### config.mk
export PLATFORM = sky130hd
export DESIGN_NAME = delay_sched
export DESIGN_NICKNAME = d
export VERILOG_FILES = /design/src/rtl/delay_sched.sv
export SDC_FILE = /design/constraint.sdc
export NUM_CORES = 1
export LEC_CHECK = 0
export BUFFER_PORTS_ARGS = -buffer_cell sky130_fd_sc_hd__buf_2
export CORE_ASPECT_RATIO = 1.75
export CORE_UTILIZATION = 60
export DETAILED_ROUTE_END_ITERATION = 16
export GPL_TIMING_DRIVEN = 0
export MAX_ROUTING_LAYER = met4
export PLACE_DENSITY = 0.81
export RECOVER_POWER = 50
export SLEW_MARGIN = 20
export SYNTH_ARGS = -nofsm -noshare
export SYNTH_HDL_FRONTEND = slang
export SYNTH_SLANG_ARGS = --single-unit
### constraint.sdc
create_clock -name clk -period 5.55 [get_ports clk]
set_clock_uncertainty 0.1 [all_clocks]
set_input_delay 1.665 -clock clk [delete_from_list [all_inputs] [get_ports clk]]
set_output_delay 1.665 -clock clk [all_outputs]
set_load 0.01 [all_outputs]
### src/rtl/delay_sched.sv
// Inertial/transport delay scheduler for s = ai & bi with a configurable delay D.
// Optional drop counter enabled by defining DELAY_SCHED_DROP_CNT_EN; otherwise drop_cnt is tied to 0.
module delay_sched #(
   parameter int DW          = 5,
   parameter int DEFAULT_DLY = 4
) (
   input  logic          clk,
   input  logic          rstn,
   input  logic          ai,
   input  logic          bi,
   input  logic          cfg_valid,
   input  logic [DW-1:0] cfg_dly,
   output logic          cfg_ready,
   output logic          so_inertial,
   output logic          so_transport,
   output logic          busy,
   output logic [7:0]    drop_cnt
);
   localparam int DEPTH = (1 << DW) - 1;

   typedef enum logic [1:0] {IDLE = 2'd0, PEND = 2'd1, CFG = 2'd2} state_t;

   state_t          state, state_nx;
   logic [DW-1:0]   dly, dly_nx;
   logic [DW-1:0]   cnt, cnt_nx;
   logic [DW-1:0]   tap;
   logic [DEPTH-1:0] dly_pipe;
   logic            s;
   logic            toggle;

   assign s   = ai & bi;
   assign tap = dly - 1'b1;

   // PEND holds D qualifying samples; the edge after the D-th one commits the toggle.
   always_comb begin
      state_nx = state;
      cnt_nx   = cnt;
      dly_nx   = dly;
      toggle   = 1'b0;
      case (state)
         IDLE: begin
            if (cfg_valid) begin
               dly_nx   = (cfg_dly == '0) ? DW'(1) : cfg_dly;
               state_nx = CFG;
            end else if (s != so_inertial) begin
               cnt_nx   = DW'(1);
               state_nx = PEND;
            end
         end
         PEND: begin
            if (cnt == dly) begin
               toggle   = 1'b1;
               cnt_nx   = '0;
               state_nx = IDLE;
            end else if (s != so_inertial) begin
               cnt_nx   = cnt + 1'b1;
            end else begin
               cnt_nx   = '0;
               state_nx = IDLE;
            end
         end
         CFG:     state_nx = IDLE;
         default: state_nx = IDLE;
      endcase
   end

   always_ff @(posedge clk or negedge rstn) begin
      if (!rstn) begin
         state        <= IDLE;
         cnt          <= '0;
         dly          <= DW'(DEFAULT_DLY);
         dly_pipe     <= '0;
         so_inertial  <= 1'b0;
         so_transport <= 1'b0;
         busy         <= 1'b0;
         cfg_ready    <= 1'b1;
      end else begin
         state     <= state_nx;
         cnt       <= cnt_nx;
         dly       <= dly_nx;
         busy      <= (state_nx != IDLE);
         cfg_ready <= (state_nx == IDLE);
         if (toggle) so_inertial <= ~so_inertial;
         // Flush aligns the transport history with the settled inertial value.
         if (state == CFG) begin
            dly_pipe     <= {DEPTH{so_inertial}};
            so_transport <= so_inertial;
         end else begin
            dly_pipe     <= {dly_pipe[DEPTH-2:0], s};
            so_transport <= dly_pipe[tap];
         end
      end
   end

`ifdef DELAY_SCHED_DROP_CNT_EN
   logic drop;
   assign drop = (state == PEND) && (cnt != dly) && (s == so_inertial);

   always_ff @(posedge clk or negedge rstn) begin
      if (!rstn)                          drop_cnt <= '0;
      else if (drop && drop_cnt != 8'hFF) drop_cnt <= drop_cnt + 8'd1;
   end
`else
   assign drop_cnt = '0;
`endif

endmodule

==> qor.csv, run 1 <==
metric;value;unit
worstMarginPinSlew;2490;ps
grt_use_total;25.0;%
setup_viol;0;
cts.repair_timing.setup_buffer_count;0;
tns;0;ps
slew_viol_final;48;
path_cells;clkbuf_1;
cts.clk_slew.worst_paths;80;ps
synth_cell_types;51;
firstDrtPassIters;4;
power;0.00136;W
start_kind;input port;
min_period_over_period;65.5;%
worst-path-stages;1;
endpoint_kind;asynchronous set/reset pin;
vias;1642;
slowest_stage;clkbuf_1;
core-area;3660;um^2
fillers;286;
relSlewSlack;-65.7;%
outcome;finished with violations;
syn_inst;225;
gp_congestion;0.784;
synthFlopType;dfrtp_1;
via_per_inst;5.49;
grt_pass1_wl;7.56;mm
final_nets;264;
initial_core_util;64.0;%
wirelength;4.49;mm
cts_root_buffer;clkbuf_8;
area_growth;9.71;%
synth-edff-count;0;
clock.fmax;0.275;GHz
syn_area;2340;um^2
dieArea;4170;um^2
drt_iter0_markers;53;
grt_max_degree;48;
fin_cells;299;
clk_latency;300;ps
routedWlPerCell;15.0;um
seq_area_frac_synth;50.3;%
ys_warn_count;0;
finalCriticalPeriod;3640;ps
ys_seq_elements;47;
tritoncts;yes;
final_antenna_net_count;0;
cts_hold_buffers;0;
avgSynthCellArea;10.4;um^2
cts.path.max_buffers;2;
crit_arrival;3430;ps
grt_overflow_total;0;
worst_hold_path_type;flop to flop;
htree_levels;2;
antenna_found_initial;0;
critical_path.top_delay_family;buffers and inverters;
hpwl;3.27;mm
fin_area;2570;um^2
cts_sinks;47;
reg2regPathDepth;9;
port_buffers;13;
place_area;2490;um^2
critPathMaxStageDelay;1730;ps
ir_drop;320;uV
antennaDiodeCount;0;
critPathBufInv;1;
num_io_pins;22;
final_common_cell;nand2_1;
leakagePower;1.36;nW
num_rows;29;
rsz0062_at_grt;no;
setup.worst_path.class;input port to asynchronous set/reset pin;
drive_gt1_share;19.8;%
fp.dieW;49.3;um
p_per_area;529;nW/um^2
dp_cells;291;
synth-async-reset-ratio;100;%
die_h;84.7;um
cts_buffers;5;
drc;0;
drv_cap;1;
first_global_vias;1704;
worstPathRequired;5340;ps
final_cell_mix;65 x nand2_1, 45 x dfrtp_1, 13 x buf_2;
violations;max-capacitance violations, max-slew violations;
cts_resized;0;
finalHoldViolCount;0;
cp_max_fo;47;
hold-path-cell-count;2;
whs;379;ps
[state kept, by name (all words and copies together) (netlist names)]
name / flops
so_inertial: 1
dly_pipe: 31
busy: 1
dly: 5
cnt: 5
cfg_ready: 1
state: 2
so_transport: 1
[cells in the mapped netlist, drive strengths merged, types with 5 or more instances]
library cell,instances,area (um^2)
nand2,65,244
dfrtp,45,1130
nor2,5,18.8
buf,16,119
xor2,7,68.8
o21ai,5,25.0
mux2i,5,50.1
clkbuf,5,28.8
nor3,5,56.3
mux2,6,71.3
nand3,5,25.0
[per-stage QoR]
| stage | util [%] | setup slack, ps |
|---|---|---|
| 2_1_floorplan | - | 2860 |
| 3_3_place_gp | 68.0 | 2600 |
| 3_5_place_dp | 68.0 | 2540 |
| 4_1_cts | 70.8 | 2840 |
| 5_1_grt | 70.2 | 1460 |
| 6_report | 70.2 | 1910 |
[worst reg2reg max path, cell delays in order, from the launching register on]
cell      delay, ps
dfrtp_1         360
buf_6           150
buf_2           210
inv_1            90
ha_1            440
mux2_2          380
a221oi_1        310
o311ai_1        140
a31oi_1         320
nor3_2           70
[kinds of logic after synthesis]
family | Yosys count | synth area share [%]
AO/OA/AOI/OAI | 30 | 9.50
adder cells (fa/ha/maj) | 2 | 1.07
XOR/XNOR | 11 | 4.43
buffers and inverters | 24 | 6.78
multiplexers | 14 | 8.06
AND/OR/NAND/NOR | 96 | 19.7
flip-flops | 47 | 50.3
other | 1 | 0.160
[worst paths after layout]
path | startpoint | to | slack (ps)
hold reg to reg | dly_pipe[6] | dly_pipe[7] | 380
max in group clk | ai | cnt[3] | 2810
hold / removal | dly_pipe[6] | dly_pipe[7] | 380
min in group asynchronous | rstn | cnt[4] | 2020
setup / recovery | rstn | dly_pipe[3] | 1910
setup reg to reg | dly[0] | so_transport | 2870
[where the power goes]
group / internal [W] / switching, W / leakage [nW]
clock: 0.000114 / 0.000112 / 0.0515
combinational: 0.000258 / 0.000305 / 0.687
sequential: 0.000483 / 0.0000879 / 0.617
[final cells by class]
class	count	area, um^2	area share, %
Timing Repair Buffer	13	62.6	2.43
Sequential cell	47	1180	45.8
Buffer	21	134	5.20
Multi-Input combinational cell	161	1030	40.0
Inverter	3	11.3	0.438
Tap cell	46	57.6	2.24
Clock buffer	8	100	3.89
[layer usage]
| layer | track usage (%) | up-vias | wire, um |
|---|---|---|---|
| li1 | - | 796 | - |
| met1 | 26.0 | 815 | 1740 |
| met2 | 44.2 | 21 | 2530 |
| met3 | 4.89 | 10 | 97 |
| met4 | 11.5 | 0 | 117 |
| met5 | - | - | 0 |
Note: power is estimated with default switching activity, not from simulation.
==> inputs of run 2 (changes only) <==
--- a/config.mk
+++ b/config.mk
@@ -5,13 +5,14 @@
 export SDC_FILE = /design/constraint.sdc
 export NUM_CORES = 1
 export LEC_CHECK = 0
+export ABC_AREA = 1
 export BUFFER_PORTS_ARGS = -buffer_cell sky130_fd_sc_hd__buf_2
 export CORE_ASPECT_RATIO = 1.75
-export CORE_UTILIZATION = 60
+export CORE_UTILIZATION = 58
 export DETAILED_ROUTE_END_ITERATION = 16
 export GPL_TIMING_DRIVEN = 0
 export MAX_ROUTING_LAYER = met4
-export PLACE_DENSITY = 0.81
+export PLACE_DENSITY = 0.78
 export RECOVER_POWER = 50
 export SLEW_MARGIN = 20
 export SYNTH_ARGS = -nofsm -noshare
==> constraint.sdc (replaced) <==
create_clock -name clk -period 3.4 [get_ports clk]
set_clock_uncertainty 0.1 [all_clocks]
set_input_delay 1.02 -clock clk [delete_from_list [all_inputs] [get_ports clk]]
set_output_delay 1.02 -clock clk [all_outputs]
set_load 0.01 [all_outputs]
==> run 2 against run 1 <==
The run now ends clean. Sequential cell count did not move. Sequential power grew 52%. Core utilization fell by 2.2 points. Wire length up 2.4%. Worst setup slack lost 670 ps. Sequential share of layout area shrank 0.96 points. Combinational power rose by 74%. Synthesized cell count is 29% higher. Area after synthesis did not move. Cell count grew 22%. Non-clock buffer count shrank 3. Critical endpoint is now so_transport. Highest routed layer unchanged.
==> qor.csv, run 2 <==
metric;value;unit;change
power_frac_seq;37.4;%;-4.6 points
p_int;0.00141;W;+66%
drive_gt1_share;15.1;%;-4.7 points
initial_core_util;60.6;%;-3.3 points
setup_viol;0;;unchanged
avgSynthCellArea;8.09;um^2;-22%
routedWlPerCell;12.6;um;-16%
via_per_inst;5.10;;-7.2%
place_area;2500;um^2;+0.10%
tns;0;ps;unchanged
worst_hold_path_type;flop to flop;;
ys_top_cells_by_area;dfrtp_1 48%, nand2_1 11%, nand3_1 7.9%, inv_1 7.2%, o21ai_0 6.8%;;
synthFlopType;dfrtp_1;;
synth_top_cell_area_share;48.0;%;unchanged
pwr-share-clk;20.5;%;+3.9 points
num_rows;30;;+3.4%
ir_drop;595;uV;+86%
clock.fmax;0.464;GHz;
drc;0;;unchanged
fin_util;68.0;%;-2.2 points
rr_startpoint;dly[0];;
outcome;finished, final reports clean;;
die_h;86.1;um;+1.7%
cts_resized;0;;unchanged
finalCriticalPeriod;2150;ps;
leakagePower;1.40;nW;+3.2%
port_buffers;13;;unchanged
timing.rr.end;so_transport;;
crit_top_cell;nand3_1;;
start_kind;flop;;
finalHoldViolCount;0;;unchanged
ys_seq_elements;47;;unchanged
cts_hold_buffers;0;;unchanged
largest_reg_flops;31;;unchanged
wirelength;4.59;mm;+2.4%
clk_latency;300;ps;about the same
setup.worst_path.class;flop to flop;;
r2r_setup_slack;1250;ps;-1620 ps
swShare;39.1;%;+2.0 points
fin_area;2630;um^2;+2.1%
grt_max_degree;48;;unchanged
cts.path.max_buffers;2;;unchanged
dieArea;4310;um^2;+3.3%
reg_top3;dly_pipe: 31 flops, cnt: 5 flops, dly: 5 flops;;
ys_warn_count;0;;unchanged
synth_common_cells;70 x nand2_1, 45 x dfrtp_1, 45 x inv_1;;
final_nets;329;;+25%
path_cells;buf_6 -> inv_6 -> buf_8 -> ha_1 -> buf_4 -> inv_1 -> nand3_1 -> nand2_1 -> nand2_1 -> nand3_1 -> nand3_1 -> nand3_1 -> nand2_1;;
seq_area_frac_synth;50.3;%;unchanged
drt_iter0_markers;52;;-1.9%
final_antenna_net_count;0;;unchanged
tritoncts;yes;;
first_global_vias;1917;;+13%
final_common_cell;nand2_1;;
synth-edff-count;0;;unchanged
syn_inst;290;;+29%
cts.clk_slew.worst_paths;90;ps;about the same
firstDrtPassIters;4;;unchanged
synth_cell_types;27;;-47%
synth-async-reset-ratio;100;%;unchanged
final_cell_mix;70 x nand2_1, 46 x inv_1, 45 x dfrtp_1;;
slew_viol_final;0;;-100%
synth_area_leader_cell;dfrtp_1;;
cts.repair_timing.setup_buffer_count;0;;unchanged
p_per_area;884;nW/um^2;+67%
crit_path_end;so_transport;;
core-area;3870;um^2;+5.5%
drv_cap;0;;-1
cts_buffers;5;;unchanged
cts_root_buffer;clkbuf_8;;
relSlewSlack;25.5;%;+91 points
grt_use_total;25.0;%;-0.039 points
vias;1866;;+14%
num_io_pins;22;;unchanged
grt_overflow_total;0;;unchanged
crit_arrival;2240;ps;-1190 ps
critPathMaxStageDelay;380;ps;-1350 ps
cts_sinks;47;;unchanged
cp_max_fo;10;;-79%
antennaDiodeCount;0;;unchanged
min_period_over_period;63.4;%;
grt_pass1_wl;7.89;mm;+4.4%
antenna_found_initial;0;;unchanged
worstPathRequired;3490;ps;-1850 ps
crit_path_start;dly[0];;
yosysMostFrequentCell;nand2_1;;
registers.top_by_ff_count;dly_pipe;;
htree_levels;2;;unchanged
hpwl;3.31;mm;+1.2%
syn_area;2340;um^2;unchanged
area_growth;12.1;%;
endpoint_kind;flop;;
fp.dieW;50.1;um;+1.6%
rsz0062_at_grt;no;;
gp_congestion;0.874;;+11%
slowest_stage;dfrtp_1;;
p_sw;0.000908;W;+80%
reg2regPathDepth;13;;+4
worstMarginPinSlew;1120;ps;-1370 ps
comb_power_share;42.0;%;+0.6 points
## run 2: how the worst min path moves through the flow
stage,start,to,slack [ps],cells past startpoint
after floorplan,dly_pipe[24],dly_pipe[25],340,2
after global routing,dly_pipe[26],dly_pipe[27],400,2
after CTS,dly_pipe[26],dly_pipe[27],390,2
after global placement,dly_pipe[26],dly_pipe[27],360,2
final,dly_pipe[26],dly_pipe[27],380,2
after detailed placement,dly_pipe[26],dly_pipe[27],370,2
## run 2: logic make-up after synthesis
| group | count (synthesis) | share of synthesized area, % |
|---|---|---|
| other cells | 1 | 0.160 |
| flops | 47 | 50.3 |
| xor+xnor | 6 | 2.24 |
| simple gates | 127 | 24.3 |
| compound gates | 37 | 8.11 |
| buf+inv | 70 | 13.9 |
| fa+ha+maj | 2 | 1.07 |
## run 2: final cells by class
class                           count  area [um^2]
Buffer                             18          124
Clock buffer                        6         72.6
Clock inverter                      2         60.1
Fill cell                         334         1240
Inverter                           52          200
Multi-Input combinational cell    180          867
Sequential cell                    47         1180
Tap cell                           48         60.1
Timing Repair Buffer               13         65.1
## run 2: critical path: cells and delay by family (launching register included)
family	cells	cell delay (ps)
fa+ha+maj	1	230
buf+inv	5	790
flops	1	380
simple gates	7	550
## run 2: through the flow
stage	setup WS (ps)	total power, W	hold WS (ps)	cells
after floorplan	1560	0.00160	342	297
after global placement	1300	0.00181	359	358
after detailed placement	1290	0.00184	368	358
after CTS	1280	0.00232	388	366
after global routing	1100	0.00251	400	366
final	1250	0.00232	381	366
## run 2: per-layer routing
layer / vias up / global-route usage (%) / share of wire (%)
met1: 888 / 25.3 / 39
met2: 28 / 44.4 / 57
met5: - / - / 0
met4: 0 / 13.2 / 1.8
li1: 941 / - / -
met3: 9 / 4.26 / 2.2
## run 2: power by group through the flow
stage / sequential (W) / combinational (W) / clock, W
2_1_floorplan: 0.000864 / 0.000739 / 0
4_1_cts: 0.000872 / 0.000964 / 0.000482
5_1_grt: 0.000896 / 0.00111 / 0.000504
6_report: 0.000870 / 0.000977 / 0.000477
3_5_place_dp: 0.000882 / 0.000955 / 0
3_3_place_gp: 0.000876 / 0.000935 / 0
==> inputs of run 3 (changes only) <==
==> constraint.sdc (replaced) <==
create_clock -name clk -period 2.1 [get_ports clk]
set_clock_uncertainty 0.1 [all_clocks]
set_input_delay 0.63 -clock clk [delete_from_list [all_inputs] [get_ports clk]]
set_output_delay 0.63 -clock clk [all_outputs]
set_load 0.01 [all_outputs]
==> run 3 against run 2 <==
Register-to-register slack worse by 1100 ps. Critical path depth is 1 lower. Cell area up 2.3%. Via count up 2.8%. Die area did not move. Largest cell class unchanged. Clock power increased by 62%. Cell count increased by 0.82%.
==> qor.csv, run 3 (synthesis gave the netlist of run 2 again) <==
metric;value;unit;change
worst_hold_path_type;flop to flop;;
worstMarginPinSlew;1120;ps;+0.265 ps
dp_cells;358;;unchanged
clk_latency;300;ps;about the same
antenna_found_initial;0;;unchanged
grt_use_total;25.0;%;-0.038 points
final_common_cell;nand2_1;;
place_area;2500;um^2;unchanged
fin_area;2690;um^2;+2.3%
die_h;86.1;um;unchanged
drv_cap;0;;unchanged
cts.clk_slew.worst_paths;90;ps;about the same
reg_top3;dly_pipe: 31 flops, cnt: 5 flops, dly: 5 flops;;
fp.dieW;50.1;um;unchanged
whs;386;ps;+5.13 ps
critPathBufInv;4;;-1
finalHoldViolCount;0;;unchanged
final_nets;332;;+0.91%
drc;0;;unchanged
worstPathRequired;2180;ps;-1310 ps
antennaDiodeCount;0;;unchanged
vias;1918;;+2.8%
final_antenna_net_count;0;;unchanged
fin_util;69.5;%;+1.6 points
fillers;313;;-6.3%
relSlewSlack;25.5;%;about the same
start_kind;flop;;
p_per_area;1460;nW/um^2;+65%
core-area;3870;um^2;unchanged
port_buffers;13;;unchanged
registers.top_by_ff_count;dly_pipe;;
grt_overflow_total;0;;unchanged
outcome;finished, final reports clean;;
clock.fmax;0.511;GHz;+10%
cts.path.max_buffers;2;;unchanged
first_global_vias;1894;;-1.2%
wirelength;4.65;mm;+1.3%
num_rows;30;;unchanged
drive_gt1_share;19.0;%;+3.9 points
hpwl;3.31;mm;unchanged
slew_viol_final;0;;unchanged
gp_congestion;0.874;;unchanged
initial_core_util;60.6;%;unchanged
routedWlPerCell;12.6;um;+0.44%
ir_drop;881;uV;+48%
fin_cells;369;;+0.82%
crit_path_start;dly[0];;
final_cell_mix;71 x nand2_1, 45 x dfrtp_1, 44 x inv_1;;
tritoncts;yes;;
rr_startpoint;dly[0];;
critPathMaxStageDelay;380;ps;about the same
grt_pass1_wl;7.89;mm;about the same
cp_max_fo;19;;+9
htree_levels;2;;unchanged
cts_sinks;47;;unchanged
setup_viol;0;;unchanged
path_cells;buf_6 -> inv_6 -> ha_1 -> buf_6 -> clkinvlp_4 -> nand3_2 -> nand2_1 -> nand2_1 -> nand3_1 -> nand3_1 -> nand3_2 -> nand2_1;;
leakagePower;1.43;nW;+1.8%
largest_reg_flops;31;;unchanged
firstDrtPassIters;4;;unchanged
setup.worst_path.class;flop to flop;;
crit_arrival;2040;ps;-200 ps
area_growth;14.7;%;
cts_buffers;5;;unchanged
grt_max_degree;48;;unchanged
cts_root_buffer;clkbuf_8;;
endpoint_kind;flop;;
slowest_stage;dfrtp_1;;
drt_iter0_markers;67;;+29%
via_per_inst;5.20;;+2.0%
cts_hold_buffers;0;;unchanged
dieArea;4310;um^2;unchanged
finalCriticalPeriod;1960;ps;-196 ps
critical_path.top_delay_family;buffers and inverters;;
num_io_pins;22;;unchanged
min_period_over_period;93.2;%;+30 points
hp-start;dly_pipe[26];;
crit_top_cell;nand2_1;;
rsz0062_at_grt;no;;
-- run 3: worst paths after layout --
kind                       slack [ps]      endpoint  cells after the start
max                               140  so_transport                     12
min                               390  dly_pipe[27]                      2
max reg2reg                       140  so_transport                     12
min reg2reg                       390  dly_pipe[27]                      2
max in group asynchronous         780  dly_pipe[13]                      1
min in group asynchronous         440        cnt[2]                      1
-- run 3: power by group --
| group | switching [W] | internal (W) | leakage, nW | total [W] |
|---|---|---|---|---|
| Combinational | 0.00108 | 0.000650 | 0.744 | 0.00173 |
| Clock | 0.000296 | 0.000476 | 0.0654 | 0.000772 |
| Sequential | 0.000165 | 0.00125 | 0.616 | 0.00141 |
-- run 3: per-stage QoR --
stage                     TNS, ps  setup slack [ps]  total power (W)
after floorplan                 0               255          0.00260
final                           0               142          0.00392
after global routing            0              15.7          0.00422
after detailed placement    -7.22             -7.22          0.00297
after global placement          0              2.00          0.00293
after CTS                       0              23.7          0.00376
-- run 3: final cells by class --
| cell class | count | area [um^2] | area share (%) |
|---|---|---|---|
| Buffer | 17 | 114 | 4.23 |
| Clock buffer | 6 | 72.6 | 2.70 |
| Clock inverter | 2 | 60.1 | 2.23 |
| Inverter | 52 | 204 | 7.58 |
| Multi-Input combinational cell | 180 | 905 | 33.6 |
| Sequential cell | 47 | 1180 | 43.8 |
| Tap cell | 48 | 60.1 | 2.23 |
| Timing Repair Buffer | 17 | 95.1 | 3.54 |
-- run 3: what timing repair did --
| action | in CTS | in global routing |
|---|---|---|
| gates resized for setup | 1 | 9 |
| setup endpoints to repair | 1 | 1 |
| gates cloned | 0 | 0 |
| pin swaps | 0 | 3 |
| setup buffers | 0 | 4 |
-- run 3: tightest hold or removal path: stages (launching register included) --
cell and delay (ps):
dfrtp_1 360, nand2_1 60, nand2_1 50
-- run 3: layer usage --
| metal | GRT usage (%) | wire, um |
|---|---|---|
| met5 | - | 0 |
| met4 | 11.4 | 93 |
| met3 | 4.26 | 152 |
| met2 | 45.1 | 2630 |
| met1 | 25.3 | 1780 |
